[src/rtl/audio_pkg.sv]
// audio_pkg: shared constants and fetch FSM state type for the audio playback path.
package audio_pkg;
  localparam int DEF_ADDR_W = 14;
  localparam int DEF_SAMPLE_W = 16;
  localparam int FRAME_SLOTS = 64;
  typedef enum logic [1:0] {IDLE, REQ, WAIT} fetch_state_t;
endpackage

[src/rtl/i2s_tx_serializer.sv]
// i2s_tx_serializer: BCLK divider, 64-slot frame counter and one-bit-delayed I2S
// serialiser; pulls a new stereo word from the holding register at each frame boundary.
module i2s_tx_serializer import audio_pkg::*; #(
  parameter int BCLK_HALF_DIV = 12,
  parameter int SAMPLE_W = DEF_SAMPLE_W
) (
  input  logic                  clk_i,
  input  logic                  rst_ni,
  input  logic                  enable_i,
  input  logic [2*SAMPLE_W-1:0] hold_data_i,
  input  logic                  hold_valid_i,
  output logic                  take_o,
  output logic                  starve_o,
  output logic                  bclk_o,
  output logic                  lrck_o,
  output logic                  dat_o
);
  localparam int DW = $clog2(BCLK_HALF_DIV + 1);
  logic [DW-1:0] div_q;
  logic [5:0] bit_q, n;
  logic [4:0] idx;
  logic [2*SAMPLE_W-1:0] frame_q;
  logic bclk_q, lrck_q, dat_q, dat_d, in_slot, tc, fall, boundary;
  assign tc = div_q == DW'(BCLK_HALF_DIV - 1);
  assign fall = tc & bclk_q;
  assign boundary = fall & (bit_q == 6'(FRAME_SLOTS - 1));
  assign take_o = boundary & enable_i & hold_valid_i;
  assign starve_o = boundary & enable_i & ~hold_valid_i;
  // n is the slot being entered; each half carries its sample in slots 1..SAMPLE_W
  always_comb begin
    n = bit_q + 6'd1;
    in_slot = (n[4:0] != 5'd0) && (int'(n[4:0]) <= SAMPLE_W);
    idx = 5'((n[5] ? SAMPLE_W : 2 * SAMPLE_W) - int'(n[4:0]));
    dat_d = in_slot & frame_q[idx];
  end
  always_ff @(posedge clk_i or negedge rst_ni) begin
    if (!rst_ni) begin
      div_q <= '0;
      bclk_q <= 1'b0;
      bit_q <= '0;
      lrck_q <= 1'b0;
      dat_q <= 1'b0;
      frame_q <= '0;
    end else begin
      div_q <= tc ? '0 : div_q + 1'b1;
      if (tc) bclk_q <= ~bclk_q;
      if (fall) begin
        bit_q <= n;
        lrck_q <= n[5];
        dat_q <= dat_d;
      end
      if (boundary) frame_q <= take_o ? hold_data_i : '0;
    end
  end
  assign bclk_o = bclk_q;
  assign lrck_o = lrck_q;
  assign dat_o = dat_q;
endmodule

[src/rtl/audio_stream_reader.sv]
// audio_stream_reader: fetches stereo words from the sample RAM ring buffer up to the
// CPU write pointer and streams them to the WM8731 DAC over I2S.
module audio_stream_reader import audio_pkg::*; #(
  parameter int ADDR_W = DEF_ADDR_W,
  parameter int BCLK_HALF_DIV = 12,
  parameter int SAMPLE_W = DEF_SAMPLE_W
) (
  input  logic              clk_clk,
  input  logic              reset_reset_n,
  input  logic              enable,
  output logic [ADDR_W-1:0] audio_mem_s2_address,
  output logic              audio_mem_s2_chipselect,
  output logic              audio_mem_s2_clken,
  output logic              audio_mem_s2_write,
  output logic [31:0]       audio_mem_s2_writedata,
  output logic [3:0]        audio_mem_s2_byteenable,
  input  logic [31:0]       audio_mem_s2_readdata,
  output logic [31:0]       audio_position,
  input  logic [31:0]       audio_position_end,
  output logic              aud_bclk,
  output logic              aud_daclrck,
  output logic              aud_dacdat,
  output logic              underrun
);
  fetch_state_t state_q;
  logic [ADDR_W-1:0] pos_q;
  logic [31:0] hold_q;
  logic hold_valid_q, cs_q, underrun_q, take, starve, unused_end;
  assign unused_end = ^audio_position_end[31:ADDR_W];
  always_ff @(posedge clk_clk or negedge reset_reset_n) begin
    if (!reset_reset_n) begin
      state_q <= IDLE;
      pos_q <= '0;
      hold_q <= '0;
      hold_valid_q <= 1'b0;
      cs_q <= 1'b0;
      underrun_q <= 1'b0;
    end else begin
      case (state_q)
        IDLE: if (enable && !hold_valid_q && pos_q != audio_position_end[ADDR_W-1:0]) begin
          state_q <= REQ;
          cs_q <= 1'b1;
        end
        REQ: begin
          state_q <= WAIT;
          cs_q <= 1'b0;
        end
        WAIT: begin
          state_q <= IDLE;
          hold_q <= audio_mem_s2_readdata;
          pos_q <= pos_q + 1'b1;
        end
        default: state_q <= IDLE;
      endcase
      // a frame load can never consume the word being captured: REQ needs an empty holder
      hold_valid_q <= (state_q == WAIT) | (hold_valid_q & ~take);
      underrun_q <= enable & (underrun_q | starve);
    end
  end
  i2s_tx_serializer #(.BCLK_HALF_DIV(BCLK_HALF_DIV), .SAMPLE_W(SAMPLE_W)) u_ser (
    .clk_i(clk_clk),
    .rst_ni(reset_reset_n),
    .enable_i(enable),
    .hold_data_i(hold_q),
    .hold_valid_i(hold_valid_q),
    .take_o(take),
    .starve_o(starve),
    .bclk_o(aud_bclk),
    .lrck_o(aud_daclrck),
    .dat_o(aud_dacdat)
  );
  assign audio_mem_s2_address = pos_q;
  assign audio_mem_s2_chipselect = cs_q;
  assign audio_mem_s2_clken = 1'b1;
  assign audio_mem_s2_write = 1'b0;
  assign audio_mem_s2_writedata = '0;
  assign audio_mem_s2_byteenable = 4'hF;
  assign audio_position = {{(32 - ADDR_W){1'b0}}, pos_q};
  assign underrun = underrun_q;
endmodule

[config.mk]
export PLATFORM = sky130hd
export DESIGN_NAME = audio_stream_reader
export DESIGN_NICKNAME = d
export VERILOG_FILES = /design/src/rtl/audio_pkg.sv /design/src/rtl/i2s_tx_serializer.sv /design/src/rtl/audio_stream_reader.sv
export SDC_FILE = /design/constraint.sdc
export NUM_CORES = 1
export LEC_CHECK = 0
export BUFFER_PORTS_ARGS = -buffer_cell sky130_fd_sc_hd__buf_2
export CAP_MARGIN = 5
export CORE_ASPECT_RATIO = 0.9
export CORE_UTILIZATION = 55
export DETAILED_ROUTE_END_ITERATION = 8
export GPL_TIMING_DRIVEN = 0
export PLACE_DENSITY = 0.86
export SLEW_MARGIN = 25
export SYNTH_ARGS = -nofsm -noshare
export SYNTH_HDL_FRONTEND = slang
export SYNTH_SLANG_ARGS = --single-unit
[constraint.sdc]
create_clock -name clk_clk -period 4.2 [get_ports clk_clk]
set_input_delay 0.63 -clock clk_clk [delete_from_list [all_inputs] [get_ports clk_clk]]
set_output_delay 0.63 -clock clk_clk [all_outputs]
set_load 0.02 [all_outputs]
; ---- Yosys cells after proc, flatten, opt, wreduce, memory -nomap -nowiden
; Cells that the tools add are included.
[word_totals]
latch_bits = 0
romBits = 0
wordCells = 54
output_inout_bits = 89
register_bits = 96
n_memories = 0
ramBits = 0
input_bits = 67
[classes]
n_div = 0
reduce_logical = 8
magnitude_cmp = 2
multipliers = 0
n_bitwise = 13
shifts = 0
n_mux = 9
n_eq_ne = 6
addsub = 4
[ops]
columns = operator, n
row1 = $mux 32, 1
row2 = $add 14x1->14 const B, 1
row3 = $ne 14x14->1, 1
row4 = $and 1x1->1, 8
row5 = $add 6x1->6 const B, 1
row6 = $eq 6x6->1 const B, 1
row7 = $lt 5x6->1 const B, 1
row8 = $bmux 1 s5, 1
row9 = $le 5x5->1 const B, 1
row10 = $mux 5, 1
row11 = $reduce_bool 5->1, 1
row12 = $sub 5x5->5, 1
row13 = $add 4x1->4 const B, 1
row14 = $eq 4x4->1 const B, 1
row15 = $mux 4, 1
row16 = $pmux 2 s2, 1
row17 = $logic_and 1x1->1, 3
row18 = $not 1->1, 3
row19 = $eq 2x1->1 const B, 1
row20 = $eq 2x2->1 const B, 1
row21 = $logic_not 2->1, 1
row22 = $mux 1, 2
row23 = $mux 2, 1
row24 = $ne 2x2->1 const B, 1
row25 = 5 further kinds, 6

; ---- Longest topological paths before layout
[depth]
ltp_word = 8
ltp_mapped = 7
mapped_depth_nobuf = 6

; ---- By module
; Synthesis repeated with hierarchy kept, for this count alone.
[unflattened]
hier_cells = 382
area_unflattened_um2 = 4764.6
[by_module_without_submodules]
columns = module, n_inst, seq_area_each_um2, cells_each, area_per_inst_um2
row1 = audio_stream_reader, 1, 1276.2, 225, 2695.1
row2 = i2s_tx_serializer, 1, 1101.1, 157, 2069.5

; ---- Worst setup path after synthesis
; OpenSTA, ideal clock, no wires.
[synth_timing]
kind = register -> register
from = reg u_ser.bit_q[1]
to = reg u_ser.dat_q (netlist: u_ser.dat_o)
arrival_ps = 1882
stages_incl_launch_ff = 8
required_time_ps = 4074
period_less_slack_ps = 2009
n_path_buf = 1
setup_time_ps = 126
path_slack_ps = 2191
path_cell_list = dfrtp_1 > ha_1 > buf_6 > mux4_2 > mux2i_1 > nand3_1 > a211oi_2 > o31ai_1
[synth_via]
word_cells_on_any_way = 9
cone_classes = add/sub: 2 / order compare: 1 / mux: 3 / bitwise: 1 / reduce/logical: 2
[synth_rtl]
columns = element, line
row1 = "start, declared", i2s_tx_serializer.sv:20  ; logic [5:0] bit_q, n;
row2 = "start signal, assigned", i2s_tx_serializer.sv:48  ; bit_q <= n;
row3 = $add 6x1->6 *, i2s_tx_serializer.sv:31  ; n = bit_q + 6'd1;
row4 = named net u_ser.n[1], i2s_tx_serializer.sv:20
row5 = $sub 5x5->5, i2s_tx_serializer.sv:33  ; idx = 5'((n[5] ? SAMPLE_W : 2 * SAMPLE_W) - int'(n[4:0]));
row6 = $bmux 1 s5, i2s_tx_serializer.sv:34  ; dat_d = in_slot & frame_q[idx];
row7 = $mux 1 (implied by the code), i2s_tx_serializer.sv:34
row8 = $and 1x1->1 *, i2s_tx_serializer.sv:34
row9 = "end signal, assigned", i2s_tx_serializer.sv:50  ; dat_q <= dat_d;
row10 = "end, declared", i2s_tx_serializer.sv:23  ; logic bclk_q, lrck_q, dat_q, dat_d, in_slot, tc, fall, boundary;
; Mark *: on every way through the listed nets, which the timed path passes. The rest lies on a longest branch. The select of a mux whose other input is x is not followed.
; A chain may end at the register's enable or synchronous reset.

; ---- Worst setup path in the final report
; Ends and elaborated chain as after synthesis.

==> reports/qor.csv <==
stage;metric;value;unit
run_status;status;finished clean;
routing;Initial DRT Pass Iterations;4;
cells_and_area;Finished Cell Area;5720;um2
routing;Residual DRC;0;
logic_synthesis;synth unique cells;46;
placed_design;dpl cell area;5530;um2
placed_design;port bufs;81;
timing;final setup vio count;0;
routing;DR iter-0 viols;132;
logic_synthesis;ys flop type;dfrtp_1;
logic_synthesis;Seq/Total Area, Yosys;50.1;%
routing;WL per Instance;13.5;um
clocking;post-CTS setup buffers;0;
logic_synthesis;synth warn;0;
worst_setup_path;Levels on crit path;7;
floorplanning;die height;90.1;um
timing;fin crit share;55.3;%
clocking;Clock Path Buffers;2;
worst_setup_path;CP Data Required Time;4.44;ns
timing;final setup margin;1.88;ns
pwr;overall power;2.33;mW
cells_and_area;NumNets Final;595;
timing;max frequency;430;MHz
pwr;Switching Share;29.1;%
pwr;Reg power frac;52.7;%
pwr;combinational share of power;21.9;%
cells_and_area;antenna diode count;0;
clocking;Clock Latency Late Sink;0.36;ns
logic_synthesis;Post-synth EDFFs;0;
floorplanning;die area;9000;um2
worst_setup_path;worst path cell trace;ha_1 -> buf_6 -> mux4_2 -> mux2i_1 -> o21ai_1 -> a211oi_2 -> o31ai_1;
floorplanning;Die X;99.9;um
timing;max-slew violation count;0;
cells_and_area;Syn-to-layout area delta;20.7;%
floorplanning;core box area;8180;um2
clocking;Clock Tree Root;clkbuf_8;
floorplanning;Initial Utilization;57.9;%
placed_design;placer's final routability congestion estimate;0.763;
cells_and_area;number of fill cells in the layout;583;
pwr;Internal;1.65;mW
clocking;Reg clk slew, reported paths;0.09;ns
clocking;hold_buf cts;0;
logic_synthesis;syn_area_per_cell;12.5;um2
worst_setup_path;Critical Path Max Stage Delay;0.50;ns
routing;Vias;3115;
clocking;CTS tree;built;
min_path;Min-Delay Path Class;in2async;
global_route;antenna violations before repair;0;
worst_setup_path;CP Buf/Inv Count;1;
logic_synthesis;post-synthesis register bit count;95;
worst_setup_path;CP Data Arrival Time;2.57;ns
timing;fin crit period;2.32;ns
routing;Vias per Instance;4.83;
clocking;CTS H-tree depth;3;
clocking;cts repair resizes;0;
timing;clock skew;0.00997;ns
worst_setup_path;Worst R2R Path Depth;7;
timing;unrepaired setup endpoints after global routing;no;
cells_and_area;layout cells sized above 1;42.3;%
floorplanning;I/O pin cnt;156;
worst_setup_path;critical path type;reg2reg;
global_route;total track usage;21.2;%
floorplanning;row count;31;
clocking;CTS buffer count;9;
global_route;vias in the first global route;3018;
routing;post-route ant nets;0;
timing;Final Hold Violating Endpoints;0;
placed_design;Post-Place Setup Slack;1.90;ns
global_route;first-pass GRT wire length;15.0;mm
pwr;Power Dens Cells;408;nW/um2
worst_setup_path;CP Max Fanout;10;
logic_synthesis;Synth Instances;378;
global_route;largest net degree at the start of global routing;81;
pwr;Max VDD drop;0.282;mV
worst_setup_path;critical path's slowest cell;mux4_2;
logic_synthesis;Cell Area, Synth;4740;um2
timing;TNS Setup;0;ns
run;max cap viols;0;
pwr;Psw;680;uW
logic_synthesis;ys async rst share;100;%
placed_design;post-DP HPWL;6.62;mm
worst_setup_path;crit-path leading delay family;multiplexers;
timing;hold_ws;0.0780;ns
pwr;leak pwr;2.96;nW
worst_setup_path;Worst setup SP type;flop;
pwr;Clock power frac;25.3;%
global_route;Overflow after GRT;0;
routing;Routed WL;8.69;mm
clocking;CTS Sinks;95;
worst_setup_path;CP endpoint kind;flop;
==> path summary, 6_finish.rpt <==
kind | start | endpoint | slack [ns]
setup / recovery | u_ser.bit_q[1]$_DFFE_PN0P_ | u_ser.dat_o$_DFFE_PN0P_ | 1.88
hold / removal | reset_reset_n | hold_q[2]$_DFFE_PN0P_ | 0.08
setup reg to reg | u_ser.bit_q[1]$_DFFE_PN0P_ | u_ser.dat_o$_DFFE_PN0P_ | 1.88
hold reg to reg | state_q[1]$_DFFE_PN0P_ | state_q[1]$_DFFE_PN0P_ | 0.47
max in group asynchronous | reset_reset_n | u_ser.frame_q[23]$_DFFE_PN0P_ | 3.53
min in group clk_clk | state_q[1]$_DFFE_PN0P_ | state_q[1]$_DFFE_PN0P_ | 0.47
==> kinds of logic (layout without fill, tap and decap cells) <==
group	Yosys count	count (layout)	share of synthesized area [%]
XOR/XNOR	35	35	6.47
buffers and inverters	91	189	13.7
flip-flops	95	95	50.1
adder cells (fa/ha/maj)	3	3	0.792
multiplexers	47	47	13.1
AO/OA/AOI/OAI	48	48	8.26
other	2	56	0.158
AND/OR/NAND/NOR	57	57	7.36
==> per-layer routing <==
| layer | up-vias | share of wire [%] | global-route usage, % |
|---|---|---|---|
| met5 | - | 0 | 0 |
| met3 | 15 | 5.8 | 5.05 |
| met2 | 105 | 50 | 34.8 |
| li1 | 1490 | - | - |
| met4 | 0 | 1.9 | 7.23 |
| met1 | 1505 | 42 | 27.5 |
==> power groups by stage <==
stage               logic (mW)  clock network (mW)  registers (mW)
floorplan                0.361                   0            1.24
global placement         0.486                   0            1.24
detailed placement       0.515                   0            1.25
CTS                      0.517               0.607            1.23
global route             0.561               0.635            1.26
finish                   0.512               0.591            1.23
==> cells in the mapped netlist (all sizes together), types with 2 or more instances <==
| cell | n | area share (%) |
|---|---|---|
| nor2 | 8 | 0.79 |
| nand4 | 4 | 0.53 |
| clkbuf | 5 | 0.42 |
| nor2b | 2 | 0.26 |
| mux2i | 5 | 1.1 |
| conb | 2 | 0.16 |
| xnor2 | 29 | 5.4 |
| o21a | 2 | 0.32 |
| inv | 6 | 0.48 |
| a22o | 32 | 5.9 |
| nand2 | 14 | 1.1 |
| and3 | 2 | 0.26 |
| and4 | 3 | 0.55 |
| nand2b | 4 | 0.53 |
| xor2 | 6 | 1.1 |
| nor3 | 2 | 0.45 |
| dfrtp | 95 | 50 |
| or3 | 2 | 0.26 |
| buf | 80 | 13 |
| nand3 | 10 | 1.3 |
| mux4 | 8 | 4.0 |
| ha | 3 | 0.79 |
| o21ai | 6 | 0.63 |
| mux2 | 34 | 8.1 |
==> sequential cells by signal (all words and copies together), names as in the netlist, 2 cells and up <==
name,cells
audio_mem_s2_address,14
hold_q,32
state_q,2
u_ser.bit_q,5
u_ser.div_q,4
u_ser.frame_q,32
==> stage by stage <==
| stage | util, % | std cells |
|---|---|---|
| 6_report | 69.9 | 645 |
| 5_1_grt | 69.9 | 645 |
| 4_1_cts | 69.9 | 645 |
| 3_5_place_dp | 67.5 | 629 |
| 3_3_place_gp | 67.1 | 628 |
| 2_1_floorplan | - | 432 |
==> layout by cell type, fill, tap and decap left out, types with 2 or more instances in the layout <==
cell type / Yosys / layout
mux2i_1: 5 / 5
nand2b_1: 4 / 4
mux2_2: 34 / 34
xor2_1: 6 / 6
nand3_1: 9 / 9
buf_4: 73 / 73
ha_1: 3 / 3
inv_6: 0 / 2
nand4_1: 4 / 4
nor2_1: 7 / 7
mux4_2: 6 / 6
and4_1: 3 / 3
nand2_1: 14 / 14
a22o_1: 32 / 32
or3_1: 2 / 2
o21ai_0: 5 / 5
clkbuf_8: 0 / 9
nor2b_1: 2 / 2
mux4_1: 2 / 2
buf_2: 3 / 83
inv_1: 6 / 6
xnor2_1: 29 / 29
buf_6: 4 / 5
and3_1: 2 / 2
conb_1: 2 / 56
clkbuf_1: 4 / 5
dfrtp_1: 95 / 95
o21a_1: 2 / 2
==> final cells by class <==
| cell class | count | area [um2] | area share (%) |
|---|---|---|---|
| flip-flops and latches | 95 | 2380 | 41.5 |
| multi-input cells | 246 | 1920 | 33.5 |
| plain buffers | 85 | 628 | 11.0 |
| repair buffers | 82 | 439 | 7.67 |
| well taps | 115 | 144 | 2.51 |
| clock buffers | 10 | 128 | 2.23 |
| clock inverters | 6 | 68.8 | 1.20 |
| inverters | 6 | 22.5 | 0.394 |
Power figures use the tool's default switching activity.
